[src/rtl/mem_stage.sv]
// Memory stage: runs load/store transactions over a req/ack handshake with a
// timeout, stalls upstream while pending, and holds the MEM/WB pipeline register.
module mem_stage #(
  parameter int TIMEOUT_CYCLES = 16,
  parameter int CNT_W          = 5
) (
  input  logic        clk,
  input  logic        rst,
  input  logic [31:0] ALUResult,
  input  logic [31:0] ReadDataRF1,
  input  logic [4:0]  WriteRegister,
  input  logic        RegWrite,
  input  logic        MemRead,
  input  logic        MemWrite,
  input  logic        MemToReg,
  output logic        dmem_req,
  output logic        dmem_we,
  output logic [31:0] dmem_addr,
  output logic [31:0] dmem_wdata,
  input  logic [31:0] dmem_rdata,
  input  logic        dmem_ack,
  output logic        mem_stall,
  output logic        bus_err,
  output logic        misaligned_err,
  output logic        RegWriteWB,
  output logic        MemToRegWB,
  output logic [31:0] MemReadDataWB,
  output logic [31:0] ALUResultWB,
  output logic [4:0]  WriteRegisterWB
);

  localparam logic [0:0]       IDLE     = 1'b0;
  localparam logic [0:0]       WAIT     = 1'b1;
  localparam logic [CNT_W-1:0] CNT_LAST = CNT_W'(TIMEOUT_CYCLES - 1);

  logic [0:0]       state_q, state_d;
  logic [CNT_W-1:0] cnt_q, cnt_d;
  logic             regWrite_q, regWrite_d;
  logic             memToReg_q, memToReg_d;
  logic [31:0]      readData_q, readData_d;
  logic [31:0]      aluResult_q, aluResult_d;
  logic [4:0]       writeReg_q, writeReg_d;
  logic             busErr_q, busErr_d;
  logic             misErr_q, misErr_d;

  logic access, aligned, isLoad, inWait, timeout, capture;

  assign access  = MemRead | MemWrite;
  assign aligned = (ALUResult[1:0] == 2'b00);
  assign isLoad  = MemRead & ~MemWrite;
  assign inWait  = (state_q == WAIT);
  assign timeout = inWait & (cnt_q == CNT_LAST);

  assign dmem_req   = (~inWait & access & aligned) | inWait;
  assign dmem_we    = MemWrite;
  assign dmem_addr  = ALUResult;
  assign dmem_wdata = ReadDataRF1;
  assign mem_stall  = dmem_req & ~dmem_ack & ~timeout;

  // The instruction retires into MEM/WB either as a non-memory op or on ack;
  // every other cycle inserts a bubble so write-back happens exactly once.
  assign capture = (~inWait & ~access) | (dmem_req & dmem_ack);

  always_comb begin
    state_d  = state_q;
    cnt_d    = cnt_q;
    busErr_d = 1'b0;
    misErr_d = 1'b0;
    if (!inWait) begin
      cnt_d = '0;
      if (access && !aligned) begin
        misErr_d = 1'b1;
      end else if (access && !dmem_ack) begin
        state_d = WAIT;
      end
    end else if (dmem_ack) begin
      state_d = IDLE;
      cnt_d   = '0;
    end else if (timeout) begin
      state_d  = IDLE;
      cnt_d    = '0;
      busErr_d = 1'b1;
    end else begin
      cnt_d = cnt_q + 1'b1;
    end
  end

  always_comb begin
    regWrite_d  = 1'b0;
    memToReg_d  = 1'b0;
    readData_d  = readData_q;
    aluResult_d = aluResult_q;
    writeReg_d  = writeReg_q;
    if (capture) begin
      regWrite_d  = RegWrite;
      memToReg_d  = MemToReg;
      aluResult_d = ALUResult;
      writeReg_d  = WriteRegister;
      if (isLoad) begin
        readData_d = dmem_rdata;
      end
    end
  end

  always_ff @(posedge clk or posedge rst) begin
    if (rst) begin
      state_q     <= IDLE;
      cnt_q       <= '0;
      regWrite_q  <= 1'b0;
      memToReg_q  <= 1'b0;
      readData_q  <= '0;
      aluResult_q <= '0;
      writeReg_q  <= '0;
      busErr_q    <= 1'b0;
      misErr_q    <= 1'b0;
    end else begin
      state_q     <= state_d;
      cnt_q       <= cnt_d;
      regWrite_q  <= regWrite_d;
      memToReg_q  <= memToReg_d;
      readData_q  <= readData_d;
      aluResult_q <= aluResult_d;
      writeReg_q  <= writeReg_d;
      busErr_q    <= busErr_d;
      misErr_q    <= misErr_d;
    end
  end

  assign RegWriteWB      = regWrite_q;
  assign MemToRegWB      = memToReg_q;
  assign MemReadDataWB   = readData_q;
  assign ALUResultWB     = aluResult_q;
  assign WriteRegisterWB = writeReg_q;
  assign bus_err         = busErr_q;
  assign misaligned_err  = misErr_q;

endmodule

[config.mk]
export PLATFORM = sky130hd
export DESIGN_NAME = mem_stage
export DESIGN_NICKNAME = d
export VERILOG_FILES = /design/src/rtl/mem_stage.sv
export SDC_FILE = /design/constraint.sdc
export NUM_CORES = 1
export LEC_CHECK = 0
export CORE_MARGIN = 5
export CORE_UTILIZATION = 31
export CTS_BUF_LIST = sky130_fd_sc_hd__clkbuf_4
export DETAILED_ROUTE_END_ITERATION = 7
export DONT_BUFFER_PORTS = 1
export PLACE_DENSITY = 0.43
export SLEW_MARGIN = 30
export SYNTH_ARGS = -nofsm -noshare
export SYNTH_HDL_FRONTEND = slang
export SYNTH_SLANG_ARGS = --single-unit
[constraint.sdc]
create_clock -name clk -period 3.2 [get_ports clk]
set_clock_uncertainty 0.2 [all_clocks]
set_input_delay 0.32 -clock clk [delete_from_list [all_inputs] [get_ports clk]]
set_output_delay 0.32 -clock clk [all_outputs]
set_load 0.01 [all_outputs]
## After elaboration in Yosys (flattened, before gate mapping)

Cells that the tools add are included.

- Input bits: 108
- Output and inout bits: 140
- Register bits after elaboration: 79

- Eq/ne operators: 1
- Multiplexer cells: 15
- Bitwise gates (word level): 16
- Reduce and logical (&&, ||, !) cells: 6
- Add/subtract/negate cells: 1

Operators with widths:

| operator | count |
|---|---|
| 5-bit two-way mux | 3 |
| 1-bit two-way mux | 12 |
| 1-bit bitwise AND | 8 |
| 5-bit by 1-bit adder with 5-bit output (second input constant) | 1 |
| 5-bit by 4-bit equality test with 1-bit output (second input constant) | 1 |
| 1-bit inverter | 5 |
| 1-bit OR | 3 |
| 1-bit logical AND | 2 |
| 1-bit zero test | 2 |
| 2-bit zero test | 1 |
| 2-bit AND reduction | 1 |

## Longest topological paths before layout

- Depth in word-level cells: 7
- Depth in mapped cells: 6
- Gate-level depth less buffers: 4

## Least setup slack after synthesis

OpenSTA, ideal clock, no wires.

- Path type: register to register
- Start: register state_q, in the netlist inWait
- End: register aluResult_q[10], in the netlist ALUResultWB[10]
- Cell stages (with the launch flop): 6
- Arrival: 1.462 ns
- Path slack: 1.414 ns
- Clock period less this slack: 1.786 ns
- Path buffers: 2
- Library setup time: 0.125 ns
- Cell sequence: dfrtp_1 -> buf_6 -> o21bai_4 -> a21oi_4 -> buf_6 -> mux2_2

- Cells in the longest elaborated chain, start to end: 6
- Elaborated cells between the ends (all ways): 7
- Classes of those cells: 7 x bitwise

Ends and longest elaborated chain:

| item | RTL line | text |
|---|---|---|
| start, declared | 36 | `logic [0:0] state_q, state_d;` |
| start signal, assigned | 117 | `state_q <= state_d;` |
| 1-bit inverter | 54, 62 |  |
| 1-bit bitwise AND (2 in a row) | 54 | `assign dmem_req = (~inWait & access & aligned) \| inWait;` |
| 1-bit OR | 54 |  |
| 1-bit bitwise AND | 62 | `assign capture = (~inWait & ~access) \| (dmem_req & dmem_ack);` |
| 1-bit OR (*) | 62 |  |
| end signal, assigned | 122 | `aluResult_q <= aluResult_d;` |
| end, declared | 41 | `logic [31:0] aluResult_q, aluResult_d;` |

Mark *: on every way between the ends. The rest lies on a longest branch, timed or not.
A chain may end at the register's enable or synchronous reset.

## Worst setup path after layout

- Start: register cnt_q[0]
- End: output port mem_stall

- Cells in the longest elaborated chain, start to end: 4

Ends and longest elaborated chain:

| item | RTL line | text |
|---|---|---|
| start, declared | 37 | `logic [CNT_W-1:0] cnt_q, cnt_d;` |
| start signal, assigned | 118 | `cnt_q <= cnt_d;` |
| 5-bit by 4-bit equality test with 1-bit output | 52 | `assign timeout = inWait & (cnt_q == CNT_LAST);` |
| 1-bit bitwise AND | 52 |  |
| 1-bit inverter | 58 | `assign mem_stall = dmem_req & ~dmem_ack & ~timeout;` |
| 1-bit bitwise AND | 58 |  |
| end, declared | 22 | `output logic mem_stall,` |

No other way between the ends.

==> impl_metrics.py <==
metrics = {
    "route": {
        "vias_per_cell": 4.36,
        "drt_wl_total_um": 7420,
        "dr.first_iter.drc_count": 41,
        "drtPass1Iterations": 4,
        "maxUsedRoutingLayer": "met4",
        "met1_length_um": 2820,
        "wl_met3_um": 632,
        "wl_met2_um": 3800,
        "wire_per_inst_um": 17.4,
        "ant_nets": 0,
        "remaining_drc_errors": 0,
        "vias": 1863,
    },
    "setup_path": {
        "rr_endpoint": "MemReadDataWB[9]",
        "worst-path-buf-inv": 0,
        "rr_worst_depth": 4,
        "cp_data_arrival_time_ps": 1820,
        "reg2reg_from": "inWait",
        "path_delay_family": "compound AO/OA/AOI/OAI gates",
        "cp.required_ps": 2680,
        "critPathMaxStageDelay_ps": 460,
        "cp_cell_sequence": "ha_1 > nand3_1 > o21ai_0 > o31ai_1",
        "critPathCapture": "mem_stall",
        "slowest_stage": "o21ai_0",
        "critPathLaunchType": "flip-flop",
        "end_kind": "output port",
        "r2r_setup_slack_ps": 990,
        "crit_cells": 4,
        "path_max_fanout": 5,
        "startpoint": "cnt_q[0]",
        "worstSetupPathType": "reg2out",
    },
    "global_routing": {
        "grt_usage_pct": 10.5,
        "grt_antenna_before_repair": 1,
        "grt_max_degree": 47,
        "globalRouteOverflowTotal": 0,
        "grt_pass1_wl_um": 11700,
        "grt_pass1_vias": 2126,
    },
    "run_status": {
        "outcome": "finished clean",
    },
    "clock_network": {
        "cts_buffers": 9,
        "clk_latency_ps": 410,
        "path_clk_slew_ps": 120,
        "clock-sinks": 79,
        "cts_tree": "built",
        "cts_buffer_depth": 2,
        "cts_max_level": 3,
        "ctsResizeCount": 0,
        "clock-root-buffer": "clkbuf_4",
    },
    "synth": {
        "synthesis.nets": 364,
        "syn_inst": 255,
        "ys_types": 29,
        "ys_seq_elements": 79,
        "yosysTopAreaCell": "dfrtp_1",
        "yosys_warnings": 0,
        "synth.top_cell.area_share_pct": 53.4,
        "ys_seq_area_share_pct": 53.4,
        "ys_top_cells_by_area": "dfrtp_1 53%, buf_4 13%, mux2_4 12%, mux2_2 9.4%, mux2_1 1.8%",
        "netlist_area_mm2": 0.00370,
        "syn-mean-instance-area_um2": 14.5,
    },
    "power": {
        "sw_frac_of_total_pct": 29.2,
        "total_power_w": 0.00246,
        "seq_power_share_pct": 59.3,
        "p_leak_nw": 1.83,
        "power_density_mw_per_mm2": 579,
        "peakVddDrop_mv": 0.218,
        "p_int_w": 0.00174,
        "p_clk_share_pct": 23.5,
        "comb_power_share_pct": 17.1,
        "p_sw_w": 0.000716,
    },
    "final_layout": {
        "post-route-util_pct": 35.7,
        "final_common_cell": "dfrtp_1",
        "final_cell_mix": "79 x dfrtp_1, 78 x dlygate4sd3_1, 31 x mux2_2, 30 x mux2_4, 10 x clkbuf_4",
        "syn2layout_area_growth_pct": 14.5,
        "drive_gt1_share_pct": 30.1,
        "postLayoutCellArea_mm2": 0.00424,
        "final_nets": 384,
    },
    "floorplan": {
        "die_h_um": 119,
        "rows": 40,
        "die-area_mm2": 0.0142,
        "ios": 248,
        "start_util_pct": 31.2,
        "die_x_um": 119,
        "placeableCoreArea_mm2": 0.0119,
    },
    "sta": {
        "fin_crit_ps": 2340,
        "hold_viol": 0,
        "rsz0062_at_grt": "false",
        "setup_viol": 0,
        "finalWorstSetupSlack_ps": 862,
        "clock.fmax_ghz": 0.428,
        "fin_crit_sh_pct": 73.1,
        "max_slew.worst_pin.slew_ps": 603,
        "slew_viol_final": 0,
        "tns_ps": 0,
        "max_slew_margin_pct": 59.8,
    },
    "placement": {
        "place_congestion": 0.700,
        "place_hpwl_um": 4760,
        "placed_cell_area_mm2": 0.00333,
        "dp_slack_ps": 977,
        "io_buffers": 0,
    },
    "worst_hold_path": {
        "hp-class": "in2reg",
    },
    "flow_run": {
        "maxCapViolations": 0,
    },
}
==> worst reg2reg max path: cells and delay by family (launching register included) <==
kind	cells	cell delay (ps)
AOI/OAI and AO/OA	1	210
and+or+nand+nor	1	560
buffers and inverters	1	290
muxes	1	310
DFF	1	540
==> state kept, by name (all words and copies together), names as in the netlist <==
register and cells:
ALUResultWB 32, MemReadDataWB 32, WriteRegisterWB 5, cnt_q 5, MemToRegWB 1, RegWriteWB 1
bus_err 1, inWait 1, misaligned_err 1
==> per-layer routing <==
layer	vias up	global-route usage, %
li1	826	-
met1	929	11.2
met2	88	17.6
met3	20	4.32
met4	0	5.72
met5	-	0
==> worst min path at each step <==
stage | startpoint | end | slack, ps | cells past startpoint
6_report | MemWrite | ALUResultWB[31] | 70 | 3
4_1_cts | MemWrite | ALUResultWB[31] | 10 | 3
3_3_place_gp | rst | MemReadDataWB[27] | 110 | 1
3_5_place_dp | rst | MemReadDataWB[27] | 110 | 1
5_1_grt | MemWrite | ALUResultWB[31] | 30 | 3
2_1_floorplan | cnt_q[4] | bus_err | 220 | 1
==> Yosys cell counts, drive strengths merged <==
cell and instances:
nor2b 3, o21a 1, a21oi 3, o21bai 1, nand2b 3, o31ai 2, inv 2, xor2 1
xnor2 1, ha 1, buf 73, dfrtp 79, nand3 2, nor3 2, o22a 2, nor2 6
or2b 1, and3 1, or3 1, o21ai 1, clkbuf 1, and4b 1, mux2 67
==> layout make-up <==
class                      count  area, um^2
fill                        1126        7620
sequential                    79        1980
antenna                        1        2.50
multi-input combinational    100        1110
timing repair buffer          83         831
clock buffer                  10        75.1
inverter                       2        8.76
clock inverter                 5        50.0
tap                          147         184
==> stage by stage <==
stage	cells	hold slack [ps]
after floorplan	255	220
after global placement	333	110
after detailed placement	333	106
after CTS	426	12.0
after global routing	427	31.5
final	427	65.6
==> cells by family after synthesis <==
group / count (synthesis) / share of synthesized area, %
muxes: 67 / 23.4
xor gates and xnor gates: 2 / 0.473
and+or+nand+nor: 20 / 3.28
adders and majority gates: 1 / 0.338
buffers and inverters: 76 / 16.6
AOI/OAI and AO/OA: 10 / 2.43
DFF: 79 / 53.4
==> power by group through the flow <==
stage | logic [W] | clock network (W) | registers [W]
finish | 0.000421 | 0.000577 | 0.00146
global route | 0.000460 | 0.000649 | 0.00148
CTS | 0.000427 | 0.000612 | 0.00146
detailed placement | 0.000341 | 0 | 0.00148
global placement | 0.000329 | 0 | 0.00149
floorplan | 0.000400 | 0 | 0.00142
==> what timing repair did <==
action                    in CTS  in global routing
hold buffers                  78                  0
buffers inserted               0                  0
hold endpoints to repair     110                  0
Power figures use the tool's default switching activity.
